$ cat src/rtl/axi_lite_regfile_slave_if.sv
`default_nettype none
// +----------------------------------------------------------------------+
// | axi_lite_regfile_slave_if : AXI4-Lite bus bundle (no response codes) |
// | Rev 1.0                                                              |
// +----------------------------------------------------------------------+
interface axi_lite_regfile_slave_if #(
  parameter int ADDR_WIDTH = 4,
  parameter int DATA_WIDTH = 32
);
  logic [ADDR_WIDTH-1:0]   AWADDR;
  logic                    AWVALID;
  logic                    AWREADY;
  logic [DATA_WIDTH-1:0]   WDATA;
  logic [DATA_WIDTH/8-1:0] WSTRB;
  logic                    WVALID;
  logic                    WREADY;
  logic                    BVALID;
  logic                    BREADY;
  logic [ADDR_WIDTH-1:0]   ARADDR;
  logic                    ARVALID;
  logic                    ARREADY;
  logic [DATA_WIDTH-1:0]   RDATA;
  logic                    RVALID;
  logic                    RREADY;

  modport master (
    output AWADDR, AWVALID, WDATA, WSTRB, WVALID, BREADY, ARADDR, ARVALID, RREADY,
    input  AWREADY, WREADY, BVALID, ARREADY, RDATA, RVALID
  );

  modport slave (
    input  AWADDR, AWVALID, WDATA, WSTRB, WVALID, BREADY, ARADDR, ARVALID, RREADY,
    output AWREADY, WREADY, BVALID, ARREADY, RDATA, RVALID
  );

  // Same direction set as slave; the register file binds to this name.
  modport DUT (
    input  AWADDR, AWVALID, WDATA, WSTRB, WVALID, BREADY, ARADDR, ARVALID, RREADY,
    output AWREADY, WREADY, BVALID, ARREADY, RDATA, RVALID
  );
endinterface
`default_nettype wire

$ cat src/rtl/axi_lite_regfile_slave.sv
`default_nettype none
// +----------------------------------------------------------------------+
// | axi_lite_regfile_slave : AXI4-Lite slave backed by a 32-bit regfile  |
// | Rev 1.0                                                              |
// +----------------------------------------------------------------------+
module axi_lite_regfile_slave #(
  parameter int ADDR_WIDTH = 4,
  parameter int DATA_WIDTH = 32
) (
  input  wire logic              ACLK,
  input  wire logic              ARESET,
  axi_lite_regfile_slave_if.DUT  s_axi
);
  localparam int c_SEL_W    = ADDR_WIDTH - 2;
  localparam int c_NUM_REGS = 1 << c_SEL_W;
  localparam int c_STRB_W   = DATA_WIDTH / 8;

  typedef enum logic [1:0] {
    WR_IDLE      = 2'd0,
    WR_HAVE_ADDR = 2'd1,
    WR_HAVE_DATA = 2'd2,
    WR_RESP      = 2'd3
  } wr_state_t;

  typedef enum logic {
    RD_IDLE = 1'b0,
    RD_RESP = 1'b1
  } rd_state_t;

  wr_state_t              r_wr_state;
  rd_state_t              r_rd_state;
  logic                   r_awready;
  logic                   r_wready;
  logic                   r_bvalid;
  logic                   r_arready;
  logic                   r_rvalid;
  logic [DATA_WIDTH-1:0]  r_rdata;
  logic [c_SEL_W-1:0]     r_awsel;
  logic [DATA_WIDTH-1:0]  r_wdata;
  logic [c_STRB_W-1:0]    r_wstrb;
  logic [DATA_WIDTH-1:0]  r_regs [c_NUM_REGS];

  logic                   w_aw_hs;
  logic                   w_w_hs;
  logic                   w_commit;
  logic [c_SEL_W-1:0]     w_sel;
  logic [DATA_WIDTH-1:0]  w_cdata;
  logic [c_STRB_W-1:0]    w_cstrb;
  logic                   w_unused_addr_lsbs;

  assign w_aw_hs = r_awready & s_axi.AWVALID;
  assign w_w_hs  = r_wready  & s_axi.WVALID;

  // Byte-lane bits never reach the register select.
  assign w_unused_addr_lsbs = ^{s_axi.AWADDR[1:0], s_axi.ARADDR[1:0]};

  // Commit source: live bus fields unless one half was latched earlier.
  always_comb begin
    w_commit = 1'b0;
    w_sel    = s_axi.AWADDR[ADDR_WIDTH-1:2];
    w_cdata  = s_axi.WDATA;
    w_cstrb  = s_axi.WSTRB;
    case (r_wr_state)
      WR_IDLE:      w_commit = w_aw_hs & w_w_hs;
      WR_HAVE_ADDR: begin
        w_commit = w_w_hs;
        w_sel    = r_awsel;
      end
      WR_HAVE_DATA: begin
        w_commit = w_aw_hs;
        w_cdata  = r_wdata;
        w_cstrb  = r_wstrb;
      end
      default:      w_commit = 1'b0;
    endcase
  end

  always_ff @(posedge ACLK) begin
    if (ARESET) begin
      r_wr_state <= WR_IDLE;
      r_awready  <= 1'b1;
      r_wready   <= 1'b1;
      r_bvalid   <= 1'b0;
      r_awsel    <= '0;
      r_wdata    <= '0;
      r_wstrb    <= '0;
    end else begin
      case (r_wr_state)
        WR_IDLE: begin
          if (w_commit) begin
            r_wr_state <= WR_RESP;
            r_awready  <= 1'b0;
            r_wready   <= 1'b0;
            r_bvalid   <= 1'b1;
          end else if (w_aw_hs) begin
            r_wr_state <= WR_HAVE_ADDR;
            r_awsel    <= s_axi.AWADDR[ADDR_WIDTH-1:2];
            r_awready  <= 1'b0;
          end else if (w_w_hs) begin
            r_wr_state <= WR_HAVE_DATA;
            r_wdata    <= s_axi.WDATA;
            r_wstrb    <= s_axi.WSTRB;
            r_wready   <= 1'b0;
          end
        end
        WR_HAVE_ADDR, WR_HAVE_DATA: begin
          if (w_commit) begin
            r_wr_state <= WR_RESP;
            r_awready  <= 1'b0;
            r_wready   <= 1'b0;
            r_bvalid   <= 1'b1;
          end
        end
        WR_RESP: begin
          if (s_axi.BREADY) begin
            r_wr_state <= WR_IDLE;
            r_awready  <= 1'b1;
            r_wready   <= 1'b1;
            r_bvalid   <= 1'b0;
          end
        end
        default: begin
          r_wr_state <= WR_IDLE;
          r_awready  <= 1'b1;
          r_wready   <= 1'b1;
          r_bvalid   <= 1'b0;
        end
      endcase
    end
  end

  always_ff @(posedge ACLK) begin
    if (ARESET) begin
      for (int i = 0; i < c_NUM_REGS; i++) begin
        r_regs[i] <= '0;
      end
    end else if (w_commit) begin
      for (int b = 0; b < c_STRB_W; b++) begin
        if (w_cstrb[b]) begin
          r_regs[w_sel][8*b +: 8] <= w_cdata[8*b +: 8];
        end
      end
    end
  end

  // Reads sample the array before any same-edge commit lands: old data wins.
  always_ff @(posedge ACLK) begin
    if (ARESET) begin
      r_rd_state <= RD_IDLE;
      r_arready  <= 1'b1;
      r_rvalid   <= 1'b0;
      r_rdata    <= '0;
    end else begin
      case (r_rd_state)
        RD_IDLE: begin
          if (s_axi.ARVALID) begin
            r_rd_state <= RD_RESP;
            r_arready  <= 1'b0;
            r_rvalid   <= 1'b1;
            r_rdata    <= r_regs[s_axi.ARADDR[ADDR_WIDTH-1:2]];
          end
        end
        RD_RESP: begin
          if (s_axi.RREADY) begin
            r_rd_state <= RD_IDLE;
            r_arready  <= 1'b1;
            r_rvalid   <= 1'b0;
          end
        end
        default: begin
          r_rd_state <= RD_IDLE;
          r_arready  <= 1'b1;
          r_rvalid   <= 1'b0;
        end
      endcase
    end
  end

  assign s_axi.AWREADY = r_awready;
  assign s_axi.WREADY  = r_wready;
  assign s_axi.BVALID  = r_bvalid;
  assign s_axi.ARREADY = r_arready;
  assign s_axi.RVALID  = r_rvalid;
  assign s_axi.RDATA   = r_rdata;

endmodule
`default_nettype wire

$ cat src/flat_wrapper.sv
// flat-port wrapper written by rule: the top's interface ports become plain ports
module axi_lite_regfile_slave_flat 
#(
  parameter int ADDR_WIDTH = 4,
  parameter int DATA_WIDTH = 32
)
  (ACLK, ARESET, s_axi_AWADDR, s_axi_AWVALID, s_axi_WDATA, s_axi_WSTRB, s_axi_WVALID, s_axi_BREADY, s_axi_ARADDR, s_axi_ARVALID, s_axi_RREADY, s_axi_AWREADY, s_axi_WREADY, s_axi_BVALID, s_axi_ARREADY, s_axi_RDATA, s_axi_RVALID);
  axi_lite_regfile_slave_if #(.ADDR_WIDTH(ADDR_WIDTH), .DATA_WIDTH(DATA_WIDTH)) s_axi_i ();
  input  wire logic ACLK;
  input  wire logic ARESET;
  input wire logic [$bits(s_axi_i.AWADDR)-1:0] s_axi_AWADDR;
  input wire logic [$bits(s_axi_i.AWVALID)-1:0] s_axi_AWVALID;
  input wire logic [$bits(s_axi_i.WDATA)-1:0] s_axi_WDATA;
  input wire logic [$bits(s_axi_i.WSTRB)-1:0] s_axi_WSTRB;
  input wire logic [$bits(s_axi_i.WVALID)-1:0] s_axi_WVALID;
  input wire logic [$bits(s_axi_i.BREADY)-1:0] s_axi_BREADY;
  input wire logic [$bits(s_axi_i.ARADDR)-1:0] s_axi_ARADDR;
  input wire logic [$bits(s_axi_i.ARVALID)-1:0] s_axi_ARVALID;
  input wire logic [$bits(s_axi_i.RREADY)-1:0] s_axi_RREADY;
  output wire logic [$bits(s_axi_i.AWREADY)-1:0] s_axi_AWREADY;
  output wire logic [$bits(s_axi_i.WREADY)-1:0] s_axi_WREADY;
  output wire logic [$bits(s_axi_i.BVALID)-1:0] s_axi_BVALID;
  output wire logic [$bits(s_axi_i.ARREADY)-1:0] s_axi_ARREADY;
  output wire logic [$bits(s_axi_i.RDATA)-1:0] s_axi_RDATA;
  output wire logic [$bits(s_axi_i.RVALID)-1:0] s_axi_RVALID;
  assign s_axi_i.AWADDR = s_axi_AWADDR;
  assign s_axi_i.AWVALID = s_axi_AWVALID;
  assign s_axi_i.WDATA = s_axi_WDATA;
  assign s_axi_i.WSTRB = s_axi_WSTRB;
  assign s_axi_i.WVALID = s_axi_WVALID;
  assign s_axi_i.BREADY = s_axi_BREADY;
  assign s_axi_i.ARADDR = s_axi_ARADDR;
  assign s_axi_i.ARVALID = s_axi_ARVALID;
  assign s_axi_i.RREADY = s_axi_RREADY;
  assign s_axi_AWREADY = s_axi_i.AWREADY;
  assign s_axi_WREADY = s_axi_i.WREADY;
  assign s_axi_BVALID = s_axi_i.BVALID;
  assign s_axi_ARREADY = s_axi_i.ARREADY;
  assign s_axi_RDATA = s_axi_i.RDATA;
  assign s_axi_RVALID = s_axi_i.RVALID;
  axi_lite_regfile_slave #(.ADDR_WIDTH(ADDR_WIDTH), .DATA_WIDTH(DATA_WIDTH)) u_core (.ACLK(ACLK), .ARESET(ARESET), .s_axi(s_axi_i));
endmodule
$ cat config.mk
export PLATFORM = sky130hd
export DESIGN_NAME = axi_lite_regfile_slave_flat
export DESIGN_NICKNAME = d
export VERILOG_FILES = /design/src/rtl/axi_lite_regfile_slave_if.sv /design/src/rtl/axi_lite_regfile_slave.sv /design/src/flat_wrapper.sv
export SDC_FILE = /design/constraint.sdc
export NUM_CORES = 1
export LEC_CHECK = 0
export CORE_MARGIN = 1
export CORE_UTILIZATION = 50
export CTS_BUF_LIST = sky130_fd_sc_hd__clkbuf_16
export DETAILED_ROUTE_END_ITERATION = 12
export GPL_TIMING_DRIVEN = 0
export PLACE_DENSITY_LB_ADDON = 0.25
export SLEW_MARGIN = 20
export SYNTH_ARGS = -nofsm -noshare
export SYNTH_HDL_FRONTEND = slang
export SYNTH_SLANG_ARGS = --single-unit
$ cat constraint.sdc
create_clock -name ACLK -period 6.1 [get_ports ACLK]
set_clock_uncertainty 0.1 [all_clocks]
set_input_delay 0.61 -clock ACLK [delete_from_list [all_inputs] [get_ports ACLK]]
set_output_delay 0.61 -clock ACLK [all_outputs]
set_load 0.01 [all_outputs]
==> After elaboration in Yosys (flattened, before gate mapping) <==
Memories as Yosys holds them, arrays and structs flattened. A register that Yosys moved wholly into a read port is not among the register bits.
Cells that the tools add are included.
Widths: inputs -> output; s select.
{ "totals": {"word_cells": 93, "ram_bits": 128, "mem_count": 1, "output_inout_bits": 37, "romBits": 0, "in_bits": 51, "register_bits": 46, "latch_bits": 0} }
{ "memory_table": {"columns": ["memory", "words", "width", "read_ports", "rd_clocked_by_memory_dff", "write_ports", "line", "rtl"], "rows": [
  ["u_core.r_regs", 4, 32, 1, 1, 4, "axi_lite_regfile_slave.sv:41", "logic [DATA_WIDTH-1:0] r_regs [c_NUM_REGS];"]
]} }
{ "classes": {"bitwise": 6, "n_shift": 0, "add_sub_neg": 0, "div_mod_pow": 0, "multipliers": 0, "n_eq_ne": 12, "n_reduce_logical": 12, "muxes": 52, "order_cmp": 0} }
{ "ops": {"columns": ["operator", "count"], "rows": [
  ["$mux 32", 2],
  ["$mux 1", 33],
  ["$reduce_or 32->1", 1],
  ["$mux 2", 7],
  ["$pmux 1 s3", 3],
  ["$reduce_and 3->1", 3],
  ["$mux 4", 2],
  ["$pmux 1 s2", 4],
  ["$reduce_and 4->1", 2],
  ["$ne 2x2->1 const B", 3],
  ["$ne 3x1->1 const B", 2],
  ["$pmux 2 s3", 1],
  ["$reduce_and 2->1", 3],
  ["$eq 2x2->1 const B", 2],
  ["$ne 2x1->1 const B", 2],
  ["$ne 4x1->1 const B", 1],
  ["$and 1x1->1", 3],
  ["$ne 3x3->1 const B", 1],
  ["$not 1->1", 3],
  ["$reduce_or 3->1", 1],
  ["$eq 2x1->1 const B", 1],
  ["$logic_not 2->1", 1],
  ["$reduce_or 2->1", 1]
]} }

==> Depth between registers and ports, before layout <==
Gate-level depths: netlist of run 1.
{ "logic_depth": {"word_depth": 8, "mapped_depth": 9} }

==> Least setup slack after synthesis of run 1 <==
Ideal clock, no wire load.
{ "synth_path": {"path_kind": "input-to-reg", "start": "input port s_axi_WVALID", "end": "memory u_core.r_regs[0][0], enable pin", "required_time_ns": 5.616, "setup_slack_ns": 3.516, "cell_stages": 5, "arrival_time_ns": 2.100, "path_cell_list": "nand2_1 -> nor3_4 -> buf_4 -> o21ai_2 -> o21ai_0"} }
{ "synth_rtl": {"columns": ["item", "line", "rtl"], "rows": [
  ["from (decl)", "flat_wrapper.sv:15", "input wire logic [$bits(s_axi_i.WVALID)-1:0] s_axi_WVALID;"],
  ["to (decl)", "axi_lite_regfile_slave.sv:41", null]
]} }

==> results, run 1 <==
- The first global-routing pass estimated 32.6 mm of wire.
- The met3 capacity usage during global routing is 3.64%.
- The fraction of the core area covered by cells at the end of the flow is 61.4%.
- The completed layout was analyzed and its total power is 4.02 mW.
- VDD sags by at most 0.249 mV.
- The number of sinks driven by the clock tree is 206.
- After global routing the overflow that remains totals 0.
- The worst hold slack is 0.352 ns.
- The share of synthesized area in the top cell type comes to 41.9%.
- The cell taking the most area after synthesis is sky130_fd_sc_hd__edfxtp_1.
- TritonCTS built the clock tree.
- The type of the tightest min-delay check is reg -> reg.
- The clock passes through at most 3 buffers.
- STA classifies the critical path endpoint as a flop.
- In this run the worst setup path terminates at u_core.r_regs[3][20].
- The number of global-route vias before repair is 6278.
- Using the TritonRoute via totals, the vias-per-cell ratio works out to 5.56.
- The layout has 1497 filler cells.
- At the later pin of the worst-skew pair, clock insertion delay measures 0.50 ns.
- Subtracting the final worst setup slack from the clock period gives 3.11 ns.
- The number of buffers inserted during clock tree synthesis is 22.
- The sequential-to-total area share from yosys stat is 58.9%.
- The critical path starts at u_core.r_wr_state[0].
- The number of antenna violations at the first check in global routing is 0.
- Buffers placed on the I/O ports in this run total 82.
- Cells with a size suffix above 1 make up 11.6% of the layout.
- The flow ran to the end, and the final reports show no timing, DRC or antenna violations.
- Setup violations remaining at the end of the flow were counted as 0.
- 0 antenna diodes ended up in the layout.
- In the synthesized netlist the dominant register cell turns out to be sky130_fd_sc_hd__edfxtp_1.
- The startpoint identified for the worst register-to-register timing path is u_core.r_wr_state[0].
- The layer flagged by global routing as most heavily used is met2.
- The total number of yosys warnings is 0.
- The number of hold violations in the final report is 0.
- The area growth from synthesis to layout is 20.1%.
- The tree is rooted in a sky130_fd_sc_hd__clkbuf_16.
- The number of buffers inserted by post-CTS setup repair is 0.
- The cell type with the highest occurrence count on the critical path is sky130_fd_sc_hd__buf_2.
- Buffers inserted to repair hold after CTS numbered 0.
- At the pin with the least slew margin, the transition time is 1.16 ns.
- For this configuration, the core starts out at a cell density of 51.1%.
- The die height is 137 um.
- The final cell count without fillers is 1158.
- Clock-pin slew was measured on the worst setup and hold paths at 0.06 ns.
- The number of instances resized during post-cts repair is 0.
- The post-synthesis async set-or-reset flop share is 0%.
- In the global route stage, met2 resource usage came out at 37.2%.
- The worst relative slew slack is 22.7%.
- The length in cells of the worst reg-to-reg path is 8.
- The combined area of all synthesized cells is 9180 um2.
- The worst register-to-register path ends at u_core.r_regs[3][20].
- The average routed wire per standard cell is 17.9 um.
- Synthesis produced a netlist with a net count of 862.
- The worst-path maximum fanout is 10.
- The setup path with the least slack is of type reg -> reg.
- At the worst endpoint, the arrival time is 3.13 ns.
- On the critical path, the stage with the largest delay is an instance of sky130_fd_sc_hd__a21oi_1.
- Dividing the synthesized area by the synthesized cell count gives 11.4 um2.
- For this run, the total global-route usage over all layers was measured as 23.0%.
- Data on the critical path is required at its endpoint by 6.11 ns.
- In this run the number of H-tree levels came out at 1.
- The first routing iteration left 452 violations.
- After synthesis the netlist holds a flip-flop and latch count of 206.
- The final period utilization is 51.1%.
- The synthesized instance count is 807.
- The number of enable flip-flop cells after synthesis is 128.
- After synthesis, the cell types taking the most area are sky130_fd_sc_hd__edfxtp_1 (42%), sky130_fd_sc_hd__dfxtp_1 (17%), sky130_fd_sc_hd__mux4_2 (7.9%), sky130_fd_sc_hd__nand2_1 (6.0%), sky130_fd_sc_hd__nor2_1 (5.5%).
- Once detailed placement completed, the half-perimeter wirelength came to 14.5 mm.
- Wires add up to 20.7 mm.
- Routability-driven placement finished with a final weighted congestion of 0.863.
- The core region is 18000 um2.
- The kind of launch point of the worst setup path is a flop.
- The number of nets in the layout is 968.
- The first detailed-routing pass ran for 5 iterations.
- Entering global routing, the biggest net connects 15 pins.
- The number of pins exceeding their max-slew limit in the final report is 0.
- The ratio of total power to cell area is 365 nW/um2.
- The initialized floorplan defines 49 standard-cell rows.
- The total I/O pin count is 88.
- The remaining antenna violation count after routing is 0.
- Once placement completed, the tool counted placed cells totaling 1118.
- For met1 alone, demand over resource in global routing was 31.4%.
- The maximum operating frequency is 321 MHz.
- For this run, design rule violations remaining after detail routing come to 0.
- The storage element area is 5410 um2.
- The horizontal extent of the die is 137 um.
- The setup check on the worst reg-to-reg path leaves a slack of 2.99 ns.
- In the final layout, the multi-input gates occupy 3520 um2.
- For this run, the slowest stage of the critical path takes 0.89 ns.
- Summing over every cut layer, the via total after detailed routing is 6436.
- The hold-critical path depth is 2.
- For this design the static power due to leakage is 3.77 nW.
- Setup repair after global routing left no endpoint under its margin.
- The signal on the critical path passes through inv_1 > ha_1 > buf_2 > or2_1 > o22ai_2 > buf_2 > o211a_1 > a21oi_1.
- The distinct cell type count of the synthesized netlist is 46.
- For the final routed database, the setup TNS stands at 0 ns.
- Across the run, the number of max-cap violations was 0.
- The floorplan step defined a die boundary enclosing 18900 um2.
cell type report:
type,instances,area share (%)
inverter,4,0.136
sequential,206,49.0
clock inverter,17,1.46
clock buffer,23,5.22
buffer,49,2.13
tap,229,2.60
multi-input combinational,548,32.0
timing repair buffer,82,7.45
sequential cells by signal (all words and copies together) (netlist names):
register,count
u_core.s_axi.ARREADY,1
u_core.r_awsel,2
u_core.s_axi.AWREADY,1
u_core.s_axi.RDATA,32
u_core.s_axi.RVALID,1
u_core.r_wstrb,4
u_core.s_axi.BVALID,1
u_core.s_axi.WREADY,1
u_core.r_regs,128
u_core.r_wr_state,2
u_core.r_rd_state,1
u_core.r_wdata,32
worst max-delay path, delay by kind of cell, from the launching register on:
kind | cells | cell delay, ns
compound gates | 3 | 1.23
buf+inv | 3 | 0.68
flops | 1 | 0.33
fa+ha+maj | 1 | 0.20
simple gates | 1 | 0.17
worst min path at each step:
stage,from,end,slack [ns]
4_1_cts,u_core.r_wdata[22],u_core.r_wdata[22],0.35
3_3_place_gp,u_core.r_wdata[28],u_core.r_wdata[28],0.34
3_5_place_dp,u_core.r_wdata[22],u_core.r_wdata[22],0.35
6_report,u_core.s_axi.RDATA[12],u_core.s_axi.RDATA[12],0.35
2_1_floorplan,u_core.r_wdata[0],u_core.r_wdata[0],0.34
5_1_grt,u_core.r_wdata[7],u_core.r_wdata[7],0.37
cell usage in the layout (no fill, tap or decap), drive strengths merged, types with 4 or more instances in the layout:
cell	n
nand2	147
nor2	134
edfxtp	128
clkdlybuf4s50	82
dfxtp	78
a21oi	75
clkbuf	48
mux2i	38
nand2b	37
mux4	32
buf	24
o21ai	20
o211ai	12
inv	8
a21o	7
clkinv	7
o31ai	6
nor3	6
ha	4
synthesized netlist by cell type (7+ instances only):
cell type,number
sky130_fd_sc_hd__o21ai_0,13
sky130_fd_sc_hd__o211ai_4,7
sky130_fd_sc_hd__nand2_1,147
sky130_fd_sc_hd__nor2_1,134
sky130_fd_sc_hd__buf_2,16
sky130_fd_sc_hd__clkbuf_1,24
sky130_fd_sc_hd__nand2b_1,36
sky130_fd_sc_hd__mux4_2,32
sky130_fd_sc_hd__a21oi_1,75
sky130_fd_sc_hd__edfxtp_1,128
sky130_fd_sc_hd__a21o_1,7
sky130_fd_sc_hd__dfxtp_1,78
sky130_fd_sc_hd__mux2i_1,38
logic make-up (layout without fill, tap and decap cells):
| group | Yosys count | in the layout | synth area share [%] |
|---|---|---|---|
| AOI/OAI and AO/OA | 135 | 135 | 10.3 |
| adders and majority gates | 4 | 4 | 0.545 |
| buffers and inverters | 53 | 175 | 2.73 |
| DFF | 206 | 206 | 58.9 |
| muxes | 70 | 70 | 12.0 |
| and+or+nand+nor | 339 | 339 | 15.6 |
power by group:
| group | leakage [nW] | switching [mW] | internal, mW | total (mW) |
|---|---|---|---|---|
| clock | 0.366 | 0.533 | 0.810 | 1.34 |
| sequential | 1.96 | 0.0742 | 1.68 | 1.75 |
| combinational | 1.44 | 0.573 | 0.357 | 0.930 |
| total | 3.77 | 1.18 | 2.84 | 4.02 |
metal layers:
metal | routed length [um] | share of wire, % | vias to the layer above
met4 | 539 | 2.6 | 0
met2 | 9730 | 47 | 243
met3 | 1480 | 7.1 | 47
met1 | 8940 | 43 | 3059
li1 | - | - | 3087
met5 | 0 | 0 | -
stage by stage:
stage / area (um2) / setup slack [ns]
2_1_floorplan: 9180 / 3.52
3_3_place_gp: 10300 / 2.32
3_5_place_dp: 10300 / 2.51
4_1_cts: 11000 / 3.00
5_1_grt: 11000 / 2.89
6_report: 11000 / 2.99
Note: power is estimated with default switching activity, not from simulation.
==> run 2: changes to the inputs <==
Clock period 6.1 ns to 3 ns, I/O delays scaled along.
==> run 2 against run 1 <==
  * Sequential share of layout area shrank 0.17 points
  * Sequential cell count did not move
  * First-iteration DRC count fell by 6.6%
  * Wire length grew 0.55%
  * Cell area grew 0.34%
  * Power rose by 100%
  * Critical path depth is 2 lower
  * Cell count stayed put
  * Combinational power is 110% higher
  * Via count shrank 0.45%
  * Core utilization up 0.21 points
  * Worst hold slack worse by 0.085 ns
  * Critical path type unchanged
==> results, run 2 (synthesis results as in run 1) <==
- The clock share of power came to 33.3% (was 33.4%).
- The reported net switching power is 2.42 mW (was 1.18 mW).
- The pin count of the biggest net entering global routing is 15 (unchanged).
- RSZ-0062 raised after global routing: true (was false).
- The part of the power in combinational logic was 23.3% (was 23.1%).
- Cells along the critical path: inv_1 > ha_1 > clkbuf_2 > o21ai_1 > o21ai_2 > o21ai_1 (was inv_1 > ha_1 > buf_2 > or2_1 > o22ai_2 > buf_2 > o211a_1 > a21oi_1).
- Result of the run: completed (unchanged).
- The number of nets in the layout came to 968 (unchanged).
- The arrival time reported for the critical path endpoint was 2.97 ns (was 3.13 ns).
- The wire length of the first global-routing pass is 32.7 mm (was 32.6 mm).
- Leading cell types in the layout, fill and taps excluded: sky130_fd_sc_hd__nand2_1 (147), sky130_fd_sc_hd__nor2_1 (134), sky130_fd_sc_hd__edfxtp_1 (128) (unchanged).
- The standard cell area after detailed placement is 10300 um2 (unchanged).
- The register share of total power is 43.4% (was 43.5%).
- The accumulated negative setup slack was 0 ns (unchanged).
- The most frequent standard cell in the layout excluding fill and tap cells is sky130_fd_sc_hd__nand2_1 (unchanged).
- The combined global-route utilization of all metal layers is 23.0% (about the same).
- The worst-path maximum fanout is 9 (was 10).
- The register bank with the most flops was u_core.r_regs (unchanged).
- The cell type with the highest occurrence count on the critical path is sky130_fd_sc_hd__o21ai_1 (was sky130_fd_sc_hd__buf_2).
- The final cell count without fillers is 1158 (unchanged).
- The share of cells above drive strength 1 was 12.7% (was 11.6%).
- The cell count after placement is 1118 (unchanged).
- The clock network latency to the later pin of the worst-skew pair was 0.50 ns (about the same).
- The number of hold violations in the final report was 0 (unchanged).
- The hold path startpoint is s_axi_WDATA[25] (was u_core.s_axi.RDATA[12]).
- The slowest cell on the critical path is sky130_fd_sc_hd__o21ai_1 (was sky130_fd_sc_hd__a21oi_1).
- The number of flip-flops under the largest register name is 128 (unchanged).
- The first-pass detailed-route iteration total is 5 (unchanged).
- The switching power share of the total is 29.5% (was 29.3%).
- The kind of end point of the critical path is a flop (unchanged).
- The remaining antenna violation count after routing is 0 (unchanged).
- The total I/O pin count is 88 (unchanged).
- The full die area is 18900 um2 (unchanged).
- The number of antenna violations at the first check in global routing came to 0 (unchanged).
- The average routed wire per standard cell was 18.0 um (was 17.9 um).
- The CTS H-tree depth was 1 (unchanged).
- The post-layout minimum cycle time was 2.94 ns (was 3.11 ns).
- The number of buffers inserted during clock tree synthesis came to 22 (unchanged).
- The total power of the final layout came to 8.20 mW (was 4.02 mW).
- The final period utilization is 98.1% (was 51.1%).
- The kind of launch point of the worst setup path is a flop (unchanged).
- The floorplan row count was 49 (unchanged).
- The number of pins exceeding their max-slew limit in the final report is 0 (unchanged).
- The number of buffer and inverter instances along the worst setup path is 2 (was 3).
- The worst relative slew slack came to 41.9% (was 22.7%).
- The horizontal extent of the die was 137 um (unchanged).
- The leakage power is 3.78 nW (was 3.77 nW).
- The overall via count from detail_route is 6407 (was 6436).
- The wire length after detailed routing is 20.8 mm (was 20.7 mm).
- The area of all placed cells without fillers is 11100 um2 (was 11000 um2).
- The antenna cell count was 0 (unchanged).
- The delay of the slowest critical-path stage came to 0.75 ns (was 0.89 ns).
- The internal power came to 5.78 mW (was 2.84 mW).
- The DRC violation count after routing came to 0 (unchanged).
- The iteration-0 DRC count of the detailed router is 422 (was 452).
- The number of global-route vias before repair came to 6292 (was 6278).
- The ratio of total power to cell area is 742 nW/um2 (was 365 nW/um2).
- The library cell used as clock root buffer is sky130_fd_sc_hd__clkbuf_16 (unchanged).
- The clock-pin slew of the registers on the worst-case setup and hold paths is 0.06 ns (about the same).
- The number of sinks driven by the clock tree is 206 (unchanged).
- The largest voltage drop on the vdd net is 0.504 mV (was 0.249 mV).
- The mean number of vias per cell is 5.53 (was 5.56).
- The effective utilization at floorplan was 51.1% (unchanged).
- The final weighted congestion in routability-driven placement was 0.863 (unchanged).
- The port buffer count is 82 (unchanged).
- The actual slew at the worst max-slew pin came to 0.866 ns (was 1.16 ns).
- The core box area is 18000 um2 (unchanged).
- The post-DP HPWL is 14.5 mm (unchanged).
- The total congestion overflow is 0 (unchanged).
- The required time reported for the critical path endpoint is 3.02 ns (was 6.11 ns).
- The launch point of the worst reg-to-reg path is u_core.r_wr_state[1] (was u_core.r_wr_state[0]).
- The cell family with the largest share of critical-path delay is compound AO/OA/AOI/OAI gates (unchanged).
- The number of setup violations in the final report was 0 (unchanged).
- The buffer levels on the longest clock path was 3 (unchanged).
- The type of the tightest min-delay check is in -> reg (was reg -> reg).
- The reported max-cap violation count came to 0 (unchanged).
- The CTS tree is yes (unchanged).
- The worst hold slack was 0.267 ns (was 0.352 ns).
- The die height was 137 um (unchanged).
- The signed area change from the synthesized netlist to the final layout was 20.5% (was 20.1%).
- The start point of the critical path is u_core.r_wr_state[1] (was u_core.r_wr_state[0]).
- The maximum operating frequency is 340 MHz (was 321 MHz).
- The critical setup path kind was reg -> reg (unchanged).
[run 2: worst min-delay path: stages]
cell,delay (ns)
sky130_fd_sc_hd__clkdlybuf4s50_1,0.41
sky130_fd_sc_hd__nand2_1,0.06
sky130_fd_sc_hd__a21oi_1,0.05
[run 2: final cells by class]
cell class / count / area, um2
Multi-Input combinational cell: 548 / 3560
Inverter: 4 / 15.0
Fill cell: 1498 / 6900
Timing Repair Buffer: 82 / 821
Tap cell: 229 / 287
Buffer: 49 / 235
Clock inverter: 17 / 161
Clock buffer: 23 / 576
Sequential cell: 206 / 5410
[run 2: power groups by stage]
stage | Combinational, mW | Clock [mW] | Sequential, mW
global placement | 1.86 | 0 | 3.61
floorplan | 1.28 | 0 | 3.59
detailed placement | 1.88 | 0 | 3.62
finish | 1.91 | 2.73 | 3.56
global route | 2.07 | 2.88 | 3.60
CTS | 1.89 | 2.76 | 3.56
[run 2: worst paths after layout]
kind                                                to  slack (ns)  depth (start not counted)
worst max-delay path              u_core.r_regs[2][10]        0.06                          6
worst min-delay path                u_core.r_wdata[25]        0.27                          3
worst max register to register    u_core.r_regs[2][10]        0.06                          6
worst min register to register  u_core.s_axi.RDATA[12]        0.35                          2
[run 2: routing by layer]
layer | GRT usage [%] | vias up | part of all wire [%]
met1 | 31.4 | 3031 | 43
met4 | 8.36 | 0 | 2.5
met5 | 0 | - | 0
met2 | 37.3 | 247 | 47
met3 | 3.64 | 48 | 7.2
li1 | - | 3081 | -
[run 2: timing repair]
action	CTS	global route
resized for setup	3	8
hold buffers	0	0
setup buffers	0	0
setup endpoints to repair	24	80
cloned	0	0
[run 2: metrics by stage]
step / utilization (%) / setup slack [ns]
final: 61.6 / 0.0569
after floorplan: - / 0.483
after detailed placement: 57.3 / -0.280
after CTS: 61.4 / 0.0195
after global placement: 57.3 / -0.466
after global routing: 61.6 / -0.0816
==> run 3: changes to the inputs <==
Settings changed: CORE_MARGIN 1 to 5, HOLD_SLACK_MARGIN set to 0.06.
==> run 3 against run 2 <==
  * Clock power is 12% lower
  * Non-clock buffer count stayed put
  * Sequential power hardly changed
  * Fmax is 1.8% higher
  * First-iteration DRC count is 13% higher
  * Power is 4.0% lower
  * Critical path depth is 1 higher
  * Wire length is 1.5% higher
  * Combinational power hardly changed
  * Cell count stayed put
  * Global-route usage is 3.0 points lower
==> results, run 3 (synthesis results as in run 1) <==
- The clock share of power is 30.6% (was 33.3%).
- The slowest cell on the critical path is sky130_fd_sc_hd__o21ai_1 (unchanged).
- The wire length of the first global-routing pass is 34.1 mm (was 32.7 mm).
- The setup slack of the most critical reg-to-reg path came to 0.11 ns (was 0.06 ns).
- The most frequent standard cell in the layout excluding fill and tap cells is sky130_fd_sc_hd__nand2_1 (unchanged).
- The mean number of vias per cell is 5.58 (was 5.53).
- The type of the tightest min-delay check is in -> reg (unchanged).
- The reported max-cap violation count was 0 (unchanged).
- The die height came to 145 um (was 137 um).
- The share of cells above drive strength 1 is 12.2% (was 12.7%).
- The horizontal extent of the die is 145 um (was 137 um).
- The floorplan row count is 49 (unchanged).
- The leakage power was 3.76 nW (was 3.78 nW).
- The number of buffers inserted during clock tree synthesis is 22 (unchanged).
- The number of flip-flops under the largest register name is 128 (unchanged).
- The worst setup slack after placement is -0.275 ns (was -0.280 ns).
- The post-layout minimum cycle time is 2.89 ns (was 2.94 ns).
- The hold-critical path depth is 3 (unchanged).
- The full die area is 21200 um2 (was 18900 um2).
- The average routed wire per standard cell was 18.2 um (was 18.0 um).
- The ratio of total power to cell area was 718 nW/um2 (was 742 nW/um2).
- The internal power came to 5.52 mW (was 5.78 mW).
- The number of global-route vias before repair is 6390 (was 6292).
- The number of hold violations in the final report is 0 (unchanged).
- The buffer levels on the longest clock path came to 3 (unchanged).
- The reported net switching power is 2.36 mW (was 2.42 mW).
- The length in cells of the worst reg-to-reg path is 7 (was 6).
- The part of the power in combinational logic is 24.2% (was 23.3%).
- The number of buffer and inverter instances along the worst setup path is 2 (unchanged).
- The signed area change from the synthesized netlist to the final layout was 19.6% (was 20.5%).
- The final period utilization is 96.3% (was 98.1%).
- The combined global-route utilization of all metal layers is 20.0% (was 23.0%).
- The number of setup violations in the final report is 0 (unchanged).
- Cells along the critical path: inv_1 > ha_1 > nand3_1 > nor3_4 > buf_4 > o21ai_2 > o21ai_1 (was inv_1 > ha_1 > clkbuf_2 > o21ai_1 > o21ai_2 > o21ai_1).
- The number of pins exceeding their max-slew limit in the final report was 0 (unchanged).
- The CTS H-tree depth was 1 (unchanged).
- The register share of total power was 45.2% (was 43.4%).
- The filler cell count is 1515 (was 1498).
- The number of antenna violations at the first check in global routing is 0 (unchanged).
- The core box area came to 18000 um2 (about the same).
- The effective utilization at floorplan is 50.9% (was 51.1%).
- RSZ-0062 raised after global routing: true (unchanged).
- The actual slew at the worst max-slew pin is 0.910 ns (was 0.866 ns).
- The DRC violation count after routing is 0 (unchanged).
- The kind of end point of the critical path is a flop (unchanged).
- The maximum operating frequency is 346 MHz (was 340 MHz).
- The fraction of the core area covered by cells at the end of the flow came to 60.9% (was 61.6%).
- The critical setup path kind is reg -> reg (unchanged).
- The wire length after detailed routing was 21.1 mm (was 20.8 mm).
- The hold path startpoint was s_axi_WDATA[26] (was s_axi_WDATA[25]).
- The arrival time reported for the critical path endpoint is 2.91 ns (was 2.97 ns).
- The worst relative slew slack is 38.9% (was 41.9%).
- The number of sinks driven by the clock tree came to 206 (unchanged).
- The library cell used as clock root buffer is sky130_fd_sc_hd__clkbuf_16 (unchanged).
- The iteration-0 DRC count of the detailed router was 476 (was 422).
- The launch point of the worst reg-to-reg path is u_core.r_wr_state[1] (unchanged).
- The CTS tree is yes (unchanged).
- Result of the run: completed (unchanged).
- The number of nets in the layout is 968 (unchanged).
- The final weighted congestion in routability-driven placement came to 0.841 (was 0.863).
- The worst hold path endpoint is u_core.r_wdata[26] (was u_core.r_wdata[25]).
- The register bank with the most flops is u_core.r_regs (unchanged).
- The worst-path maximum fanout is 10 (was 9).
- The remaining antenna violation count after routing was 0 (unchanged).
- The kind of launch point of the worst setup path is a flop (unchanged).
- The worst hold slack is 0.277 ns (was 0.267 ns).
- The delay of the slowest critical-path stage is 0.76 ns (was 0.75 ns).
- The first-pass detailed-route iteration total is 5 (unchanged).
- The cell family with the largest share of critical-path delay is compound AO/OA/AOI/OAI gates (unchanged).
- The largest voltage drop on the vdd net came to 0.448 mV (was 0.504 mV).
- The count of hold-fix buffers inserted at cts is 0 (unchanged).
- Leading cell types in the layout, fill and taps excluded: sky130_fd_sc_hd__nand2_1 (147), sky130_fd_sc_hd__nor2_1 (134), sky130_fd_sc_hd__edfxtp_1 (128) (unchanged).
- The clock network latency to the later pin of the worst-skew pair came to 0.50 ns (about the same).
- The post-DP HPWL is 15.0 mm (was 14.5 mm).
- The port buffer count is 82 (unchanged).
- The required time reported for the critical path endpoint is 3.02 ns (about the same).
- The overall via count from detail_route is 6460 (was 6407).
- The pin count of the biggest net entering global routing is 15 (unchanged).
- The worst-case setup margin in the final layout is 0.110 ns (was 0.0569 ns).
- The destination of the worst register-to-register timing path is u_core.r_regs[1][20] (was u_core.r_regs[2][10]).
- The antenna cell count is 0 (unchanged).
- The switching power share of the total was 30.0% (was 29.5%).
- The total I/O pin count was 88 (unchanged).
- The total congestion overflow is 0 (unchanged).
- The clock-pin slew of the registers on the worst-case setup and hold paths was 0.06 ns (about the same).
## run 3: worst max path at each step
stage,startpoint,to,slack (ns),depth (start not counted)
final,u_core.r_wr_state[1],u_core.r_regs[1][20],0.11,7
after global routing,u_core.r_wr_state[0],u_core.r_regs[1][11],-0.08,7
after CTS,u_core.r_wr_state[0],u_core.r_regs[3][25],0.03,8
after detailed placement,s_axi_WVALID,u_core.r_regs[0][26],-0.28,6
after global placement,s_axi_WVALID,u_core.r_regs[1][8],-0.43,6
after floorplan,u_core.r_wr_state[0],u_core.r_regs[0][0],0.48,6
## run 3: power by group through the flow
stage / clock network [mW] / registers, mW / logic (mW)
2_1_floorplan: 0 / 3.59 / 1.28
3_3_place_gp: 0 / 3.61 / 1.85
3_5_place_dp: 0 / 3.62 / 1.88
4_1_cts: 2.46 / 3.56 / 1.90
5_1_grt: 2.59 / 3.59 / 2.08
6_report: 2.41 / 3.56 / 1.90
## run 3: per-stage QoR
stage / cells / cell area (um2) / TNS, ns / total power, mW
floorplan: 807 / 9180 / 0 / 4.87
global placement: 1118 / 10300 / -34.73 / 5.46
detailed placement: 1118 / 10300 / -12.68 / 5.50
CTS: 1158 / 10900 / 0 / 7.91
global route: 1158 / 11000 / -1.22 / 8.26
finish: 1158 / 11000 / 0 / 7.88
## run 3: layout make-up
class	instances	area, um2	share of cell area (%)
sequential	206	5410	49.2
multi-input combinational	548	3560	32.5
timing repair buffer	82	821	7.48
clock buffer	23	576	5.24
tap	229	287	2.61
buffer	49	235	2.14
clock inverter	17	73.8	0.673
inverter	4	15.0	0.137
## run 3: worst min-delay path, cell delays in order
cell and delay [ns]:
sky130_fd_sc_hd__clkdlybuf4s50_1 0.41, sky130_fd_sc_hd__nand2_1 0.06, sky130_fd_sc_hd__a21oi_1 0.05
## run 3: per-layer routing
layer | vias up | share of wire, % | GRT usage (%)
met5 | - | 0 | 0
met2 | 205 | 49 | 33.6
met4 | 0 | 1.7 | 5.22
met3 | 29 | 6.4 | 3.36
li1 | 3087 | - | -
met1 | 3139 | 43 | 27.2
## run 3: repair_timing
action | 4_1_cts | 5_1_grt
buffers inserted | 0 | 0
gates resized for setup | 4 | 8
setup endpoints to repair | 24 | 88
